<file path="src/rtl/ctrl_pipe.sv">
// ID/EX -> EX/MEM -> MEM/WB control pipeline with bubble insertion, IF/ID flush and EX forwarding selects.
// Define CTRL_PIPE_HAZARD_EN to enable load-use stall detection; otherwise loads need software delay slots.
module ctrl_pipe #(
    parameter logic [4:0] RA_REG = 5'd31
) (
    input  logic       clk,
    input  logic       rst,
    input  logic       id_RegDst,
    input  logic       id_Jump,
    input  logic       id_Branch,
    input  logic       id_MemRead,
    input  logic       id_MemtoReg,
    input  logic       id_MemWrite,
    input  logic       id_ALUSrc,
    input  logic       id_RegWrite,
    input  logic       id_JAL,
    input  logic [1:0] id_ALUOp,
    input  logic [4:0] id_rs,
    input  logic [4:0] id_rt,
    input  logic [4:0] id_rd,
    input  logic       ex_br_taken,
    output logic       stall,
    output logic       ifid_flush,
    output logic       ex_ALUSrc,
    output logic       ex_MemRead,
    output logic       ex_MemWrite,
    output logic       ex_MemtoReg,
    output logic       ex_RegWrite,
    output logic       ex_Branch,
    output logic       ex_JAL,
    output logic [1:0] ex_ALUOp,
    output logic [4:0] ex_rs,
    output logic [4:0] ex_rt,
    output logic [4:0] ex_dest,
    output logic       mem_MemRead,
    output logic       mem_MemWrite,
    output logic       mem_MemtoReg,
    output logic       mem_RegWrite,
    output logic       mem_JAL,
    output logic [4:0] mem_dest,
    output logic       wb_MemtoReg,
    output logic       wb_RegWrite,
    output logic       wb_JAL,
    output logic [4:0] wb_dest,
    output logic [1:0] fwd_a,
    output logic [1:0] fwd_b
);

    typedef struct packed {
        logic       aluSrc;
        logic       memRead;
        logic       memWrite;
        logic       memtoReg;
        logic       regWrite;
        logic       branch;
        logic       jal;
        logic [1:0] aluOp;
        logic [4:0] rs;
        logic [4:0] rt;
        logic [4:0] dest;
    } idExT;

    idExT       idBundle;
    idExT       exBundle;
    logic [4:0] idDest;
    logic       hz;

    // RegDst is stale for j/jal/sw/beq; harmless since dest only matters with RegWrite set.
    assign idDest = id_JAL ? RA_REG : (id_RegDst ? id_rd : id_rt);

`ifdef CTRL_PIPE_HAZARD_EN
    // rt is compared even for I-type consumers: occasionally one extra stall, never a missed one.
    assign hz = ex_MemRead & (ex_dest != 5'd0) & ((ex_dest == id_rs) | (ex_dest == id_rt));
`else
    assign hz = 1'b0;
`endif

    assign stall      = hz & ~ex_br_taken;
    assign ifid_flush = ex_br_taken | (id_Jump & ~hz);

    assign idBundle = '{
        aluSrc:   id_ALUSrc,
        memRead:  id_MemRead,
        memWrite: id_MemWrite,
        memtoReg: id_MemtoReg,
        regWrite: id_RegWrite,
        branch:   id_Branch,
        jal:      id_JAL,
        aluOp:    id_ALUOp,
        rs:       id_rs,
        rt:       id_rt,
        dest:     idDest
    };

    // A taken branch or a load-use hazard both turn the ID/EX load into an all-zero bubble.
    always_ff @(posedge clk or posedge rst) begin
        if (rst) begin
            exBundle <= '0;
        end else if (ex_br_taken || hz) begin
            exBundle <= '0;
        end else begin
            exBundle <= idBundle;
        end
    end

    assign ex_ALUSrc   = exBundle.aluSrc;
    assign ex_MemRead  = exBundle.memRead;
    assign ex_MemWrite = exBundle.memWrite;
    assign ex_MemtoReg = exBundle.memtoReg;
    assign ex_RegWrite = exBundle.regWrite;
    assign ex_Branch   = exBundle.branch;
    assign ex_JAL      = exBundle.jal;
    assign ex_ALUOp    = exBundle.aluOp;
    assign ex_rs       = exBundle.rs;
    assign ex_rt       = exBundle.rt;
    assign ex_dest     = exBundle.dest;

    // Later stages never stall; $0 writes are dropped here so forwarding never matches register 0.
    always_ff @(posedge clk or posedge rst) begin
        if (rst) begin
            mem_MemRead  <= 1'b0;
            mem_MemWrite <= 1'b0;
            mem_MemtoReg <= 1'b0;
            mem_RegWrite <= 1'b0;
            mem_JAL      <= 1'b0;
            mem_dest     <= 5'd0;
            wb_MemtoReg  <= 1'b0;
            wb_RegWrite  <= 1'b0;
            wb_JAL       <= 1'b0;
            wb_dest      <= 5'd0;
        end else begin
            mem_MemRead  <= ex_MemRead;
            mem_MemWrite <= ex_MemWrite;
            mem_MemtoReg <= ex_MemtoReg;
            mem_RegWrite <= ex_RegWrite & (ex_dest != 5'd0);
            mem_JAL      <= ex_JAL;
            mem_dest     <= ex_dest;
            wb_MemtoReg  <= mem_MemtoReg;
            wb_RegWrite  <= mem_RegWrite & (mem_dest != 5'd0);
            wb_JAL       <= mem_JAL;
            wb_dest      <= mem_dest;
        end
    end

    logic [1:0][4:0] exSrc;
    logic [1:0][1:0] fwdSel;

    assign exSrc = {ex_rt, ex_rs};

    // EX/MEM holds the younger result, so it wins over MEM/WB.
    for (genvar gi = 0; gi < 2; gi++) begin : g_fwd
        assign fwdSel[gi] = (mem_RegWrite && (mem_dest == exSrc[gi])) ? 2'b10 :
                            (wb_RegWrite  && (wb_dest  == exSrc[gi])) ? 2'b01 : 2'b00;
    end

    assign fwd_a = fwdSel[0];
    assign fwd_b = fwdSel[1];

endmodule
</file>
<file path="config.mk">
export PLATFORM = sky130hd
export DESIGN_NAME = ctrl_pipe
export DESIGN_NICKNAME = d
export VERILOG_FILES = /design/src/rtl/ctrl_pipe.sv
export SDC_FILE = /design/constraint.sdc
export NUM_CORES = 1
export LEC_CHECK = 0
export CORE_MARGIN = 2
export CORE_UTILIZATION = 42
export DETAILED_ROUTE_END_ITERATION = 8
export PLACE_DENSITY = 0.85
export SYNTH_ARGS = -nofsm -noshare
export SYNTH_HDL_FRONTEND = slang
export SYNTH_SLANG_ARGS = --single-unit
</file>
<file path="constraint.sdc">
create_clock -name clk -period 2 [get_ports clk]
set_input_delay 0.3 -clock clk [delete_from_list [all_inputs] [get_ports clk]]
set_output_delay 0.3 -clock clk [all_outputs]
set_load 0.1 [all_outputs]
</file>
Word level (Yosys, flattened, before mapping)
Cells that the tools add are included.
{"block": "op_classes", "n_eq_ne": 4, "mux": 7, "reduce_logical": 6, "n_bitwise": 3}
{"op": "24-bit two-way mux", "count": 1}
{"op": "5-bit equality test", "count": 4}
{"op": "5-bit two-way mux", "count": 2}
{"op": "5-bit nonzero test", "count": 2}
{"op": "1-bit logical AND", "count": 4}
{"op": "2-bit two-way mux", "count": 2}
{"op": "1-bit bitwise AND", "count": 2}
{"op": "1-bit two-way mux", "count": 2}
{"op": "1-bit bitwise OR", "count": 1}
{"block": "totals", "word_cells": 41, "regBits": 42, "output_inout_bits": 48}

Logic depth before layout (Yosys ltp)
{"block": "logic_depth", "depth_word": 4, "depth_mapped": 4}

Worst setup path after synthesis
Ideal clock, no wire load.
{"block": "synth_path", "path_kind": "register to output", "startpoint": "reg mem_dest[0]", "endpoint": "out fwd_a[0]", "path_stages_with_launch": 4, "t_required_ps": 1700, "n_path_buf": 0, "arrival_ps": 3732, "path_slack_ps": -2032, "path_cell_list": "dfrtp_1 > xor2_1 > nor4_1 > a311oi_1"}
{"block": "synth_via", "elab_chain_len": 3}
{"item": "start: declaration", "line_no": "40", "rtl": "output logic [4:0] mem_dest,"}
{"item": "start signal: assignment", "line_no": "137", "rtl": "mem_dest <= ex_dest;"}
{"item": "5-bit equality test", "line_no": "152", "rtl": "assign fwdSel[gi] = (mem_RegWrite && (mem_dest == exSrc[gi])) ? 2'b10 :"}
{"item": "1-bit logical AND", "line_no": "152"}
{"item": "2-bit two-way mux", "line_no": "152"}
{"item": "end: declaration", "line_no": "45", "rtl": "output logic [1:0] fwd_a,"}
No other way between the ends.

Final worst setup path
{"block": "layout_path", "startpoint": "reg exBundle (netlist bit ex_rs[3])", "endpoint": "out fwd_a[1]"}
{"block": "layout_via", "elab_chain_len": 3}
{"item": "start: declaration", "line_no": "64", "rtl": "idExT exBundle;"}
{"item": "start signal: assignment", "line_no": "102", "rtl": "exBundle <= idBundle;"}
{"item": "5-bit equality test", "line_no": "152"}
{"item": "1-bit logical AND", "line_no": "152"}
{"item": "2-bit two-way mux", "line_no": "152"}
No other way between the ends.

==> flow_summary.json <==
{
  "status": "finished with violations",
  "violations": "setup timing",
  "drtPass1Iterations": 4,
  "ys_ff_latch": 42,
  "fin_area_sq_mm": 0.00273,
  "routedWlPerCell_um": 15.8,
  "dpl_cell_area_sq_mm": 0.00246,
  "rsz0062_at_grt": "yes",
  "grt_usage_pct": 19.7,
  "ys_seq_area_share_pct": 67.4,
  "io_pins": 77,
  "cp.arrival_ns": 1.82,
  "setup_ws_ns": -0.120,
  "syn-num-nets": 146,
  "route.detailed.drc": 0,
  "grt_pass1_vias": 1194,
  "dieArea_sq_mm": 0.00422,
  "setup_viol": 4,
  "die_y_um": 64.9,
  "dp.cells": 239,
  "stdcell_count": 252,
  "core-area_sq_mm": 0.00361,
  "timing.final.crit_period_ns": 2.12,
  "grt_overflow_total": 0,
  "grt_pass1_wl_um": 6030,
  "cts_buffer_depth": 2,
  "cts-root-buf": "clkbuf_8",
  "htreeDepth": 2,
  "netlist_area_sq_mm": 0.00156,
  "whs_ns": 0.346,
  "fp.dieW_um": 64.9,
  "hold_buffers": 0,
  "postSynthCellCount": 117,
  "cp-start-kind": "register",
  "mostFrequentLayoutCell": "buf_4",
  "cap_violations": 0,
  "hold_path_class": "primary input to async pin",
  "grt_max_degree": 25,
  "finalMaxSlewViolations": 0,
  "skew_ns": 0.00719,
  "numCtsBuffers": 5,
  "cts.sinks": 42,
  "drtIter0Drc": 25,
  "start_util_pct": 43.2,
  "nNetsFinal": 232,
  "clk_latency_ns": 0.28,
  "required_ns": 1.70,
  "port_buffers": 75,
  "hold_violations": 0,
  "diodes": 0,
  "yosysUniqueCellTypes": 19,
  "p_leak_nw": 1.18,
  "peakVddDrop_v": 0.000541,
  "rows": 22,
  "routed_via_density": 4.62,
  "critPathMaxFanout": 3,
  "cts.clk_slew.worst_paths_ns": 0.08,
  "synth_warnings": 0,
  "vias": 1164,
  "routed_wl_um": 3980,
  "final_cell_mix": "buf_4 (47), clkdlybuf4s50_1 (28), nor2b_1 (24)",
  "fillers": 240,
  "fin_crit_sh_pct": 106,
  "cts_tree": "built",
  "p_per_area_mw_per_mm2": 911,
  "critical_path_class": "register to output port",
  "endpoint_kind": "output port",
  "avgSynthCellArea_sq_um": 13.3,
  "max_freq_mhz": 472,
  "place_congestion": 0.817,
  "syn_to_final_growth_pct": 75.2,
  "ant_nets": 0,
  "antenna_found_initial": 0,
  "drive_gt1_share_pct": 48.5
}
[power by group]
| group | switching (mW) | total [mW] | internal, mW |
|---|---|---|---|
| Sequential | 0.0594 | 0.974 | 0.915 |
| Combinational | 0.518 | 0.718 | 0.200 |
| Clock | 0.263 | 0.795 | 0.532 |
[metal layers]
metal | share of wire [%] | vias to the layer above | routed length [um] | global-route usage [%]
li1 | - | 550 | - | -
met1 | 38 | 561 | 1510 | 22.1
met2 | 56 | 49 | 2210 | 36.0
met3 | 5.3 | 4 | 209 | 4.51
met4 | 1.4 | 0 | 54 | 7.45
met5 | 0 | - | 0 | 0
[what timing repair did]
action	in CTS	in global routing
setup endpoints to repair	4	4
resized for setup	8	4
pin swaps	5	6
setup buffers	4	1
[final cells by class]
class	instances	area [sq um]	area share [%]
Clock buffer	6	82.6	3.02
Tap cell	48	60.1	2.20
Multi-Input combinational cell	70	622	22.8
Timing Repair Buffer	83	776	28.4
Sequential cell	42	1130	41.3
Inverter	1	3.75	0.137
Clock inverter	2	60.1	2.20
[state kept, by name (all words and copies together) (netlist names), 2 cells and up]
signal and count:
ex_rs 5, wb_dest 5, ex_dest 5, mem_dest 5
ex_rt 5, ex_ALUOp 2
[worst paths after layout]
kind | startpoint | endpoint | slack [ns] | depth (start not counted)
min | rst | wb_JAL$_DFF_PP0_ | 0.35 | 3
min in group clk | ex_MemRead$_DFF_PP0_ | mem_MemRead$_DFF_PP0_ | 0.38 | 0
max | ex_rs[3]$_DFF_PP0_ | fwd_a[1] | -0.12 | 4
min reg2reg | ex_MemRead$_DFF_PP0_ | mem_MemRead$_DFF_PP0_ | 0.38 | 0
max reg2reg | mem_dest[2]$_DFF_PP0_ | wb_RegWrite$_DFF_PP0_ | 0.65 | 2
max in group asynchronous | rst | ex_rt[2]$_DFF_PP0_ | 1.38 | 3
[stage by stage]
stage | util, % | TNS [ns] | setup WS [ns] | power [mW]
4_1_cts | 74.9 | -0.212 | -0.0944 | 2.50
3_5_place_dp | 68.3 | 0 | 0.134 | 1.67
5_1_grt | 75.7 | -0.544 | -0.171 | 2.57
3_3_place_gp | 68.3 | 0 | 0.205 | 1.66
2_1_floorplan | - | -0.376 | -0.188 | 1.48
6_report | 75.7 | -0.313 | -0.120 | 2.49
[worst max-delay path: stages (launching register included)]
cell and delay (ns):
dfrtp_4 0.50, xor2_2 0.19, nor4_4 0.41, and3_4 0.26
buf_12 0.17
[cells in the mapped netlist, drive strengths merged]
cell     n  share of area (%)
dfrtp   42                 67
nor2b   24                9.6
xnor2   12                6.7
xor2     8                4.5
a211oi   5                2.4
nor2     5                1.2
a311oi   2                1.1
and3     2               0.80
buf      2               0.80
clkbuf   2               0.48
nand2    2               0.48
nand4    2               0.80
nor4     2               0.80
o21a     2               0.96
or4      2               0.96
conb     1               0.24
inv      1               0.24
or2      1               0.40
[cell families (layout without fill, tap and decap cells)]
logic type | after synthesis | in the layout | synth area share, %
flip-flops | 42 | 42 | 67.4
AND/OR/NAND/NOR | 40 | 40 | 15.1
XOR/XNOR | 20 | 20 | 11.2
AO/OA/AOI/OAI | 9 | 9 | 4.49
buffers and inverters | 5 | 92 | 1.52
other | 1 | 1 | 0.241
(Power assumes the default switching activity.)
